File: config.mk
export PLATFORM = sky130hd
export DESIGN_NAME = ser_link_arbiter
export DESIGN_NICKNAME = d
export VERILOG_FILES = /design/src/rtl/ser_arb_pkg.sv /design/src/rtl/ser_link_arbiter_rr_picker.sv /design/src/rtl/ser_link_arbiter.sv
export SDC_FILE = /design/constraint.sdc
export NUM_CORES = 1
export LEC_CHECK = 0
export ABC_AREA = 1
export BUFFER_PORTS_ARGS = -buffer_cell sky130_fd_sc_hd__buf_2
export CAP_MARGIN = 5
export CORE_UTILIZATION = 40
export CTS_BUF_LIST = sky130_fd_sc_hd__clkbuf_16
export CTS_CLUSTER_SIZE = 10
export DETAILED_ROUTE_END_ITERATION = 7
export PLACE_DENSITY = 0.76
export SLEW_MARGIN = 20
export SYNTH_ARGS = -nofsm -noshare
export SYNTH_HDL_FRONTEND = slang
export SYNTH_SLANG_ARGS = --single-unit
File: constraint.sdc
create_clock -name clk -period 2.3 [get_ports clk]
set_input_delay 0.46 -clock clk [delete_from_list [all_inputs] [get_ports clk]]
set_output_delay 0.46 -clock clk [all_outputs]
set_load 0.01 [all_outputs]
File: src/rtl/ser_arb_pkg.sv
// ser_arb_pkg: shared types and constants for the serializer link arbiter.
//   arb_state_t  - arbiter FSM state encoding
//   HDR_MAGIC    - upper five bits of the optional header byte
//   DEF_BIT_TIME - default serializer bit-time in clock cycles
//   hdr_byte()   - builds the header byte for a requester id
package ser_arb_pkg;

    typedef enum logic [2:0] {
        IDLE      = 3'd0,
        HDR_LOAD  = 3'd1,
        HDR_SHIFT = 3'd2,
        LOAD      = 3'd3,
        SHIFT     = 3'd4
    } arb_state_t;

    localparam logic [4:0]  HDR_MAGIC    = 5'b10100;
    localparam int unsigned DEF_BIT_TIME = 8;

    function automatic logic [7:0] hdr_byte(input logic [2:0] id);
        return {HDR_MAGIC, id};
    endfunction

endpackage

File: src/rtl/ser_link_arbiter_rr_picker.sv
// rr_picker: combinational round-robin winner selection.
//   req_valid  - per-requester valid
//   ptr        - index of the last granted requester
//   win_onehot - one-hot winner (zero when nothing is valid)
//   win_idx    - winner index
//   any_valid  - at least one requester is valid
// The search starts at ptr+1 and wraps modulo NREQ, so the last winner has
// the lowest priority in the next round.
module rr_picker #(
    parameter  int unsigned NREQ = 4,
    localparam int unsigned IW   = $clog2(NREQ)
) (
    input  logic [NREQ-1:0] req_valid,
    input  logic [IW-1:0]   ptr,
    output logic [NREQ-1:0] win_onehot,
    output logic [IW-1:0]   win_idx,
    output logic            any_valid
);

    int unsigned   cand;
    logic [IW-1:0] cidx;

    always_comb begin
        win_onehot = '0;
        win_idx    = '0;
        any_valid  = 1'b0;
        cand       = 0;
        cidx       = '0;
        for (int unsigned i = 1; i <= NREQ; i++) begin
            cand = (32'(ptr) + i) % NREQ;
            cidx = IW'(cand);
            if (!any_valid && req_valid[cidx]) begin
                any_valid        = 1'b1;
                win_idx          = cidx;
                win_onehot[cidx] = 1'b1;
            end
        end
    end

endmodule

File: src/rtl/ser_link_arbiter.sv
// ser_link_arbiter: round-robin arbiter sharing one 8-bit serializer link
// among NREQ byte requesters. One byte is accepted per grant, presented to
// the serializer with a one-cycle load strobe, and the link is then held for
// BIT_TIME cycles before the next arbitration.
//   clk, reset - rising-edge clock, asynchronous active-high reset
//   req_valid  - per-requester byte valid
//   req_data   - requester i byte on bits [8i+7:8i]
//   req_ready  - combinational one-hot accept pulse (IDLE only)
//   ser_data   - byte to serializer, qualified by ser_load
//   ser_load   - one-cycle load strobe
//   link_busy  - high whenever the FSM is not in IDLE
//   grant_id   - index of the current or last granted requester
// Build option: define SER_HDR_EN to send a header byte {HDR_MAGIC, id}
// ahead of every data byte.
module ser_link_arbiter
    import ser_arb_pkg::*;
#(
    parameter  int unsigned NREQ     = 4,
    parameter  int unsigned BIT_TIME = DEF_BIT_TIME,
    localparam int unsigned IW       = $clog2(NREQ),
    localparam int unsigned CW       = $clog2(BIT_TIME + 1)
) (
    input  logic              clk,
    input  logic              reset,
    input  logic [NREQ-1:0]   req_valid,
    input  logic [NREQ*8-1:0] req_data,
    output logic [NREQ-1:0]   req_ready,
    output logic [7:0]        ser_data,
    output logic              ser_load,
    output logic              link_busy,
    output logic [IW-1:0]     grant_id
);

    arb_state_t      state, next_state;
    logic [IW-1:0]   ptr, ptr_d;
    logic [CW-1:0]   cnt, cnt_d;
    logic [7:0]      ser_data_d;
    logic            ser_load_d, link_busy_d;
    logic [IW-1:0]   grant_id_d;

    logic [NREQ-1:0] win_onehot;
    logic [IW-1:0]   win_idx;
    logic            any_valid;
    logic [7:0]      win_byte;
    logic            grant;
    logic            cnt_last;

`ifdef SER_HDR_EN
    logic [7:0]      data_q, data_q_d;
`endif

    rr_picker #(.NREQ(NREQ)) u_picker (
        .req_valid  (req_valid),
        .ptr        (ptr),
        .win_onehot (win_onehot),
        .win_idx    (win_idx),
        .any_valid  (any_valid)
    );

    always_comb begin
        win_byte = '0;
        for (int unsigned i = 0; i < NREQ; i++) begin
            if (win_onehot[i]) win_byte = req_data[8*i +: 8];
        end
    end

    assign grant    = (state == IDLE) && any_valid;
    assign cnt_last = (cnt == CW'(BIT_TIME - 1));

    // State register
    always_ff @(posedge clk or posedge reset) begin
        if (reset) state <= IDLE;
        else       state <= next_state;
    end

    // Next-state logic
    always_comb begin
        next_state = state;
        case (state)
            IDLE: begin
                if (any_valid) begin
`ifdef SER_HDR_EN
                    next_state = HDR_LOAD;
`else
                    next_state = LOAD;
`endif
                end
            end
`ifdef SER_HDR_EN
            HDR_LOAD:  next_state = HDR_SHIFT;
            HDR_SHIFT: if (cnt_last) next_state = LOAD;
`endif
            LOAD:      next_state = SHIFT;
            SHIFT:     if (cnt_last) next_state = IDLE;
            default:   next_state = IDLE;
        endcase
    end

    // Output logic: req_ready is combinational; the rest are next values of
    // registered outputs, derived from next_state so they line up with it.
    always_comb begin
        req_ready   = (state == IDLE && !reset) ? win_onehot : '0;
        ptr_d       = grant ? win_idx : ptr;
        grant_id_d  = grant ? win_idx : grant_id;
        ser_load_d  = (next_state == LOAD) || (next_state == HDR_LOAD);
        link_busy_d = (next_state != IDLE);
        ser_data_d  = ser_data;

        cnt_d = cnt;
        case (state)
            LOAD, HDR_LOAD:  cnt_d = '0;
            SHIFT, HDR_SHIFT: cnt_d = cnt_last ? '0 : cnt + 1'b1;
            default:         cnt_d = cnt;
        endcase

`ifdef SER_HDR_EN
        data_q_d = grant ? win_byte : data_q;
        if (next_state == HDR_LOAD) ser_data_d = hdr_byte(3'(win_idx));
        else if (next_state == LOAD) ser_data_d = data_q;
`else
        if (grant) ser_data_d = win_byte;
`endif
    end

    always_ff @(posedge clk or posedge reset) begin
        if (reset) begin
            ptr       <= IW'(NREQ - 1);
            cnt       <= '0;
            ser_data  <= '0;
            ser_load  <= 1'b0;
            link_busy <= 1'b0;
            grant_id  <= '0;
        end else begin
            ptr       <= ptr_d;
            cnt       <= cnt_d;
            ser_data  <= ser_data_d;
            ser_load  <= ser_load_d;
            link_busy <= link_busy_d;
            grant_id  <= grant_id_d;
        end
    end

`ifdef SER_HDR_EN
    always_ff @(posedge clk or posedge reset) begin
        if (reset) data_q <= '0;
        else       data_q <= data_q_d;
    end
`endif

endmodule

# Yosys cells after proc, flatten, opt, wreduce, memory -nomap -nowiden

Cells that the tools add are included.

Output and inout port bits: 16
Register bits: 21
Input bits: 38
Logic and storage cells: 87

Order comparisons: 8
Add/sub/neg operators: 5
Reduce and logical (&&, ||, !) cells: 19
Bitwise operators: 3
Mux-type cells: 38
Equal/unequal tests: 7

Operators with widths:

| kind                                                | number |
|---|---|
| two-way mux 8 bit                                   | 4 |
| two-way mux 4 bit                                   | 6 |
| < comparator 2 x 3 -> 1 bit, second input constant  | 4 |
| two-way mux 1 bit                                   | 12 |
| OR 4 bit                                            | 3 |
| == test 3 x 2 -> 1 bit, second input constant       | 3 |
| logical AND 1 bit                                   | 9 |
| one-hot mux 3 bit (3 select lines)                  | 1 |
| binary-select mux 1 bit (select 2 bit)              | 4 |
| demux 1 bit (select 2 bit)                          | 4 |
| >= comparator 2 x 1 -> 1 bit, second input constant | 4 |
| two-way mux 2 bit                                   | 4 |
| one-hot mux 4 bit (2 select lines)                  | 1 |
| == test 3 x 1 -> 1 bit, second input constant       | 2 |
| two-way mux 3 bit                                   | 2 |
| adder 2 x 1 -> 2 bit, second input constant         | 2 |
| adder 2 bit, second input constant                  | 2 |
| adder 4 x 1 -> 4 bit, second input constant         | 1 |
| == test 4 x 3 -> 1 bit, second input constant       | 1 |
| logical NOT 1 bit                                   | 4 |
| OR reduction 2 bit                                  | 2 |
| == test 3 bit, second input constant                | 1 |
| logical NOT 3 bit                                   | 1 |
| nonzero test 3 bit                                  | 1 |
| 2 further kinds                                     | 2 |

# Logic depth before layout (Yosys ltp)

Word-level depth: 17
Gate-level depth with buffers: 15
Mapped depth without buffers: 15

# Hierarchy

A second synthesis with hierarchy kept.

Cell total of the unflattened synthesis: 245
Area total of the unflattened synthesis: 1649.1 um2

By module, submodules not included:

| module           | area an instance (um2) | seq. area each (um2) | cells each | times used |
|---|---|---|---|---|
| ser_link_arbiter | 1191.1                 | 528.0                | 171        | 1 |
| rr_picker        | 457.9                  | 0.0                  | 74         | 1 |

# Least setup slack after synthesis

OpenSTA, ideal clock, no wires.

Kind: flip-flop to output port
Start point: register ptr[0]
End point: output req_ready[3]
Arrival: 2.039 ns
Stages on the path, launching flop included: 11
Data required time: 1.840 ns
Path slack: -0.199 ns
Buffers on the path: 0
Path through: dfstp_2 inv_4 ha_1 inv_1 nand3_1 nand2_1 nor3_2 nand2_1 nand3_2 inv_2 nor2_1

Word-level cells in the longest chain between the ends: 14
Elaborated cells on any way between the ends: 49
Those cells by class: add/sub: 4; order compare: 8; mux: 24; bitwise: 3; reduce/logical: 10

Ends and longest elaborated chain:

| item                                                                 | line                             | source |
|---|---|---|
| from (decl)                                                          | ser_link_arbiter.sv:35           | `logic [IW-1:0] ptr, ptr_d;` |
| from (signal assigned)                                               | ser_link_arbiter.sv:127          | `ptr <= IW'(NREQ - 1);` |
| from (signal assigned)                                               | ser_link_arbiter.sv:134          | `ptr <= ptr_d;` |
| branches (longest 12 deep; another with < comparator 2 x 3 -> 1 bit) | n/a                              |  |
| two-way mux 4 bit *                                                  | ser_link_arbiter_rr_picker.sv:32 | `if (!any_valid && req_valid[cidx]) begin` |
| two-way mux 4 bit *                                                  | ser_link_arbiter.sv:102          | `req_ready = (state == IDLE && !reset) ? win_onehot : '0;` |
| to (decl)                                                            | ser_link_arbiter.sv:27           | `output logic [NREQ-1:0] req_ready,` |

Every way passes the cells marked *. The select of a mux whose other input is x is not followed.

# Final worst setup path

Ends and elaborated chain as after synthesis.

==> summary.txt <==
Worst setup path
  – Worst-path fanout max: 7
  – Flop2flop setup slack: 0.07 ns
  – Kind of end point of the critical path: output port
  – Setup CP Type: register to output port
  – Startpoint Class: register
  – CP arrival: 2.01 ns
  – Crit path required time: 1.84 ns
  – Reg-to-reg startpoint: ptr[0]$_DFFE_PP1P_
  – R2r endpoint: ser_data[5]$_DFFE_PP0P_
  – R2R cell count: 13

Timing
  – Crit share post-route: 107%
  – Crit path time final: 2.47 ns
  – Final setup margin: -0.172 ns
  – # setup viols final: 4
  – Fmax: 405 MHz
  – Post-route setup TNS: -0.657 ns
  – Worst rel slew slack: 71.6%
  – RSZ-0062 raised after global routing: yes
  – Skew final: 0.000991 ns
  – Max Slew Vio Count: 0
  – Final hold vios: 0
  – Tightest Pin Transition: 0.422 ns

Synthesis
  – Post-synth top flop: dfrtp_1
  – Yosys cell types: 34
  – Syn Nets: 285
  – Mapped cell area: 0.00172 sq mm
  – Synth cell count leaders: nand2_1 (89), inv_1 (21), nor2_1 (21)
  – Count leader, synth: nand2_1
  – Seq/Total Area, Yosys: 30.6%
  – Ys async rst share: 100%
  – Synth area leader: dfrtp_1
  – Post-synth EDFFs: 0
  – Avg Cell Area, Syn: 7.24 sq um
  – Top post-synthesis cells by area: dfrtp_1 (28%), nand2_1 (19%), ha_1 (6.5%)
  – Syn Inst Count: 238
  – Yosys top cell area share: 27.6%
  – Syn. warnings: 0
  – #FFs+latches synth: 21

Route
  – Via count: 1783
  – Starting DRT DRC Count: 58
  – DRT Pass-1 Iters: 4
  – Post-DR wirelength/cell: 12.1 um
  – Post-Route WL: 4.35 mm
  – # DRC: 0
  – Vias/cell: 4.95
  – Number of routed nets with antenna violations: 0

Floorplan
  – Die Ht: 67.7 um
  – Io pins: 54
  – Core area: 0.00406 sq mm
  – Chip width: 67.7 um
  – Initial Util: 42.5%
  – Rows: 23
  – DIE AREA: 0.00458 sq mm

Global route
  – Initial antenna violation count: 0
  – GR Util All Layers: 18.8%
  – Overflow after GRT: 0
  – Vias in the first global route: 1532
  – Largest net degree at the start of global routing: 21
  – Global-route wire length before repair: 6.56 mm

Cells and area
  – Fraction of layout cells with a size suffix above 1: 39.4%
  – Design area: 0.00234 sq mm
  – Fill cells: 376
  – Layout Cells excl Fill: 360
  – Ant. Diodes: 0
  – Final nets: 358
  – P&R area growth vs syn: 35.6%

Pwr
  – Pwr dens: 1820 mW/mm^2
  – Total Power: 4250 uW
  – P_leak: 0.00132 uW
  – Peak supply drop: 1.04 mV

Placed design
  – Port bufs: 53
  – Routability-driven placement congestion ratio: 0.972
  – Detailed placer's ending HPWL: 3.27 mm
  – Placed Area: 0.00213 sq mm
  – Inst Count DP: 349

Job
  – Max Cap Viol: 0

Clocking
  – CTS clk-pin slew, worst paths: 0.06 ns
  – Post-cts hold buffer count: 0
  – TritonCTS clock tree: done
  – Worst-Skew Late Latency: 0.25 ns
  – CTS sink cnt: 21
  – H-tree Lvls: 1
  – Clk buf depth: 2
  – Root buffer selected by CTS: clkbuf_16
  – Cts bufs inserted: 3

Run status
  – Status: complete, but fails checks
  – Failing checks: setup timing

Min path
  – Hold Path Class: input pin to async pin
through the flow:
stage | setup slack, ns | hold slack, ns | utilization (%)
CTS | -0.187 | 0.101 | 56.1
floorplan | 0.0124 | 0.461 | -
detailed placement | 0.0424 | 0.370 | 52.5
global placement | 0.0880 | 0.367 | 52.5
global route | -0.260 | 0.110 | 57.6
finish | -0.172 | 0.0978 | 57.6
power breakdown:
group | internal, uW | switching (uW) | leakage [uW]
Sequential | 563 | 106 | 0.000262
Clock | 235 | 133 | 0.0000371
Combinational | 1250 | 1950 | 0.00102
Total | 2050 | 2190 | 0.00132
kinds of logic (layout without fill, tap and decap cells):
family	after synthesis	in the layout	synth area share, %
DFF	21	21	30.6
and+or+nand+nor	144	145	41.2
buffers and inverters	29	100	8.13
AOI/OAI and AO/OA	34	34	13.0
xor gates and xnor gates	1	1	0.508
adders and majority gates	9	9	6.53
worst max-delay path by stage:
stage / endpoint / depth (start not counted) / slack (ns) / startpoint
2_1_floorplan: req_ready[0] / 10 / 0.01 / ptr[0]$_DFFE_PP1P_
3_3_place_gp: req_ready[3] / 11 / 0.09 / ptr[0]$_DFFE_PP1P_
3_5_place_dp: req_ready[0] / 11 / 0.04 / ptr[0]$_DFFE_PP1P_
4_1_cts: req_ready[3] / 11 / -0.19 / ptr[0]$_DFFE_PP1P_
5_1_grt: req_ready[3] / 11 / -0.26 / ptr[0]$_DFFE_PP1P_
6_report: req_ready[3] / 11 / -0.17 / ptr[0]$_DFFE_PP1P_
per-layer routing:
metal | global-route usage, % | vias to the layer above | part of all wire (%)
met2 | 30.9 | 52 | 49
li1 | - | 903 | -
met3 | 1.18 | 8 | 5.4
met4 | 8.78 | 0 | 2.1
met5 | 0 | - | 0
met1 | 24.8 | 820 | 44
cell usage in the layout (no fill, tap or decap), types with 5 or more instances in the layout:
master and count:
nand2_1 87, buf_2 51, nor2_1 19, dfrtp_1 19
inv_1 18, buf_4 16, a21oi_1 15, nand3_2 8
ha_1 8, o21ai_0 7, nand3_1 6, nand2_4 5
nand2_2 5, nand3_4 5
cell type report:
| type | count | area (sq um) | area share, % |
|---|---|---|---|
| repair buffers | 70 | 409 | 17.5 |
| inverters | 26 | 111 | 4.76 |
| clock buffers | 3 | 75.1 | 3.21 |
| multi-input cells | 189 | 1140 | 48.9 |
| well taps | 50 | 62.6 | 2.68 |
| clock inverters | 1 | 7.51 | 0.321 |
| flip-flops and latches | 21 | 528 | 22.6 |
critical path, cell delays in order, from the launching register on:
cell	delay (ns)
dfstp_2	0.58
inv_6	0.05
ha_4	0.30
inv_4	0.05
nand2_4	0.08
nand2_8	0.08
nor2_4	0.19
a22oi_2	0.11
nand3_4	0.09
inv_4	0.04
nor2_4	0.07
buf_6	0.10
sequential cells by signal, summed over array words and instances (netlist names):
signal,cells
grant_id,2
cnt,4
ptr,2
link_busy,1
ser_data,8
ser_load,1
state,3
repair_timing:
item	in CTS	in global routing
buffers inserted	5	1
gates resized for setup	8	9
endpoints found under the setup margin	4	12
pin swaps	9	10
gates cloned	0	1
Note: power is estimated with default switching activity, not from simulation.
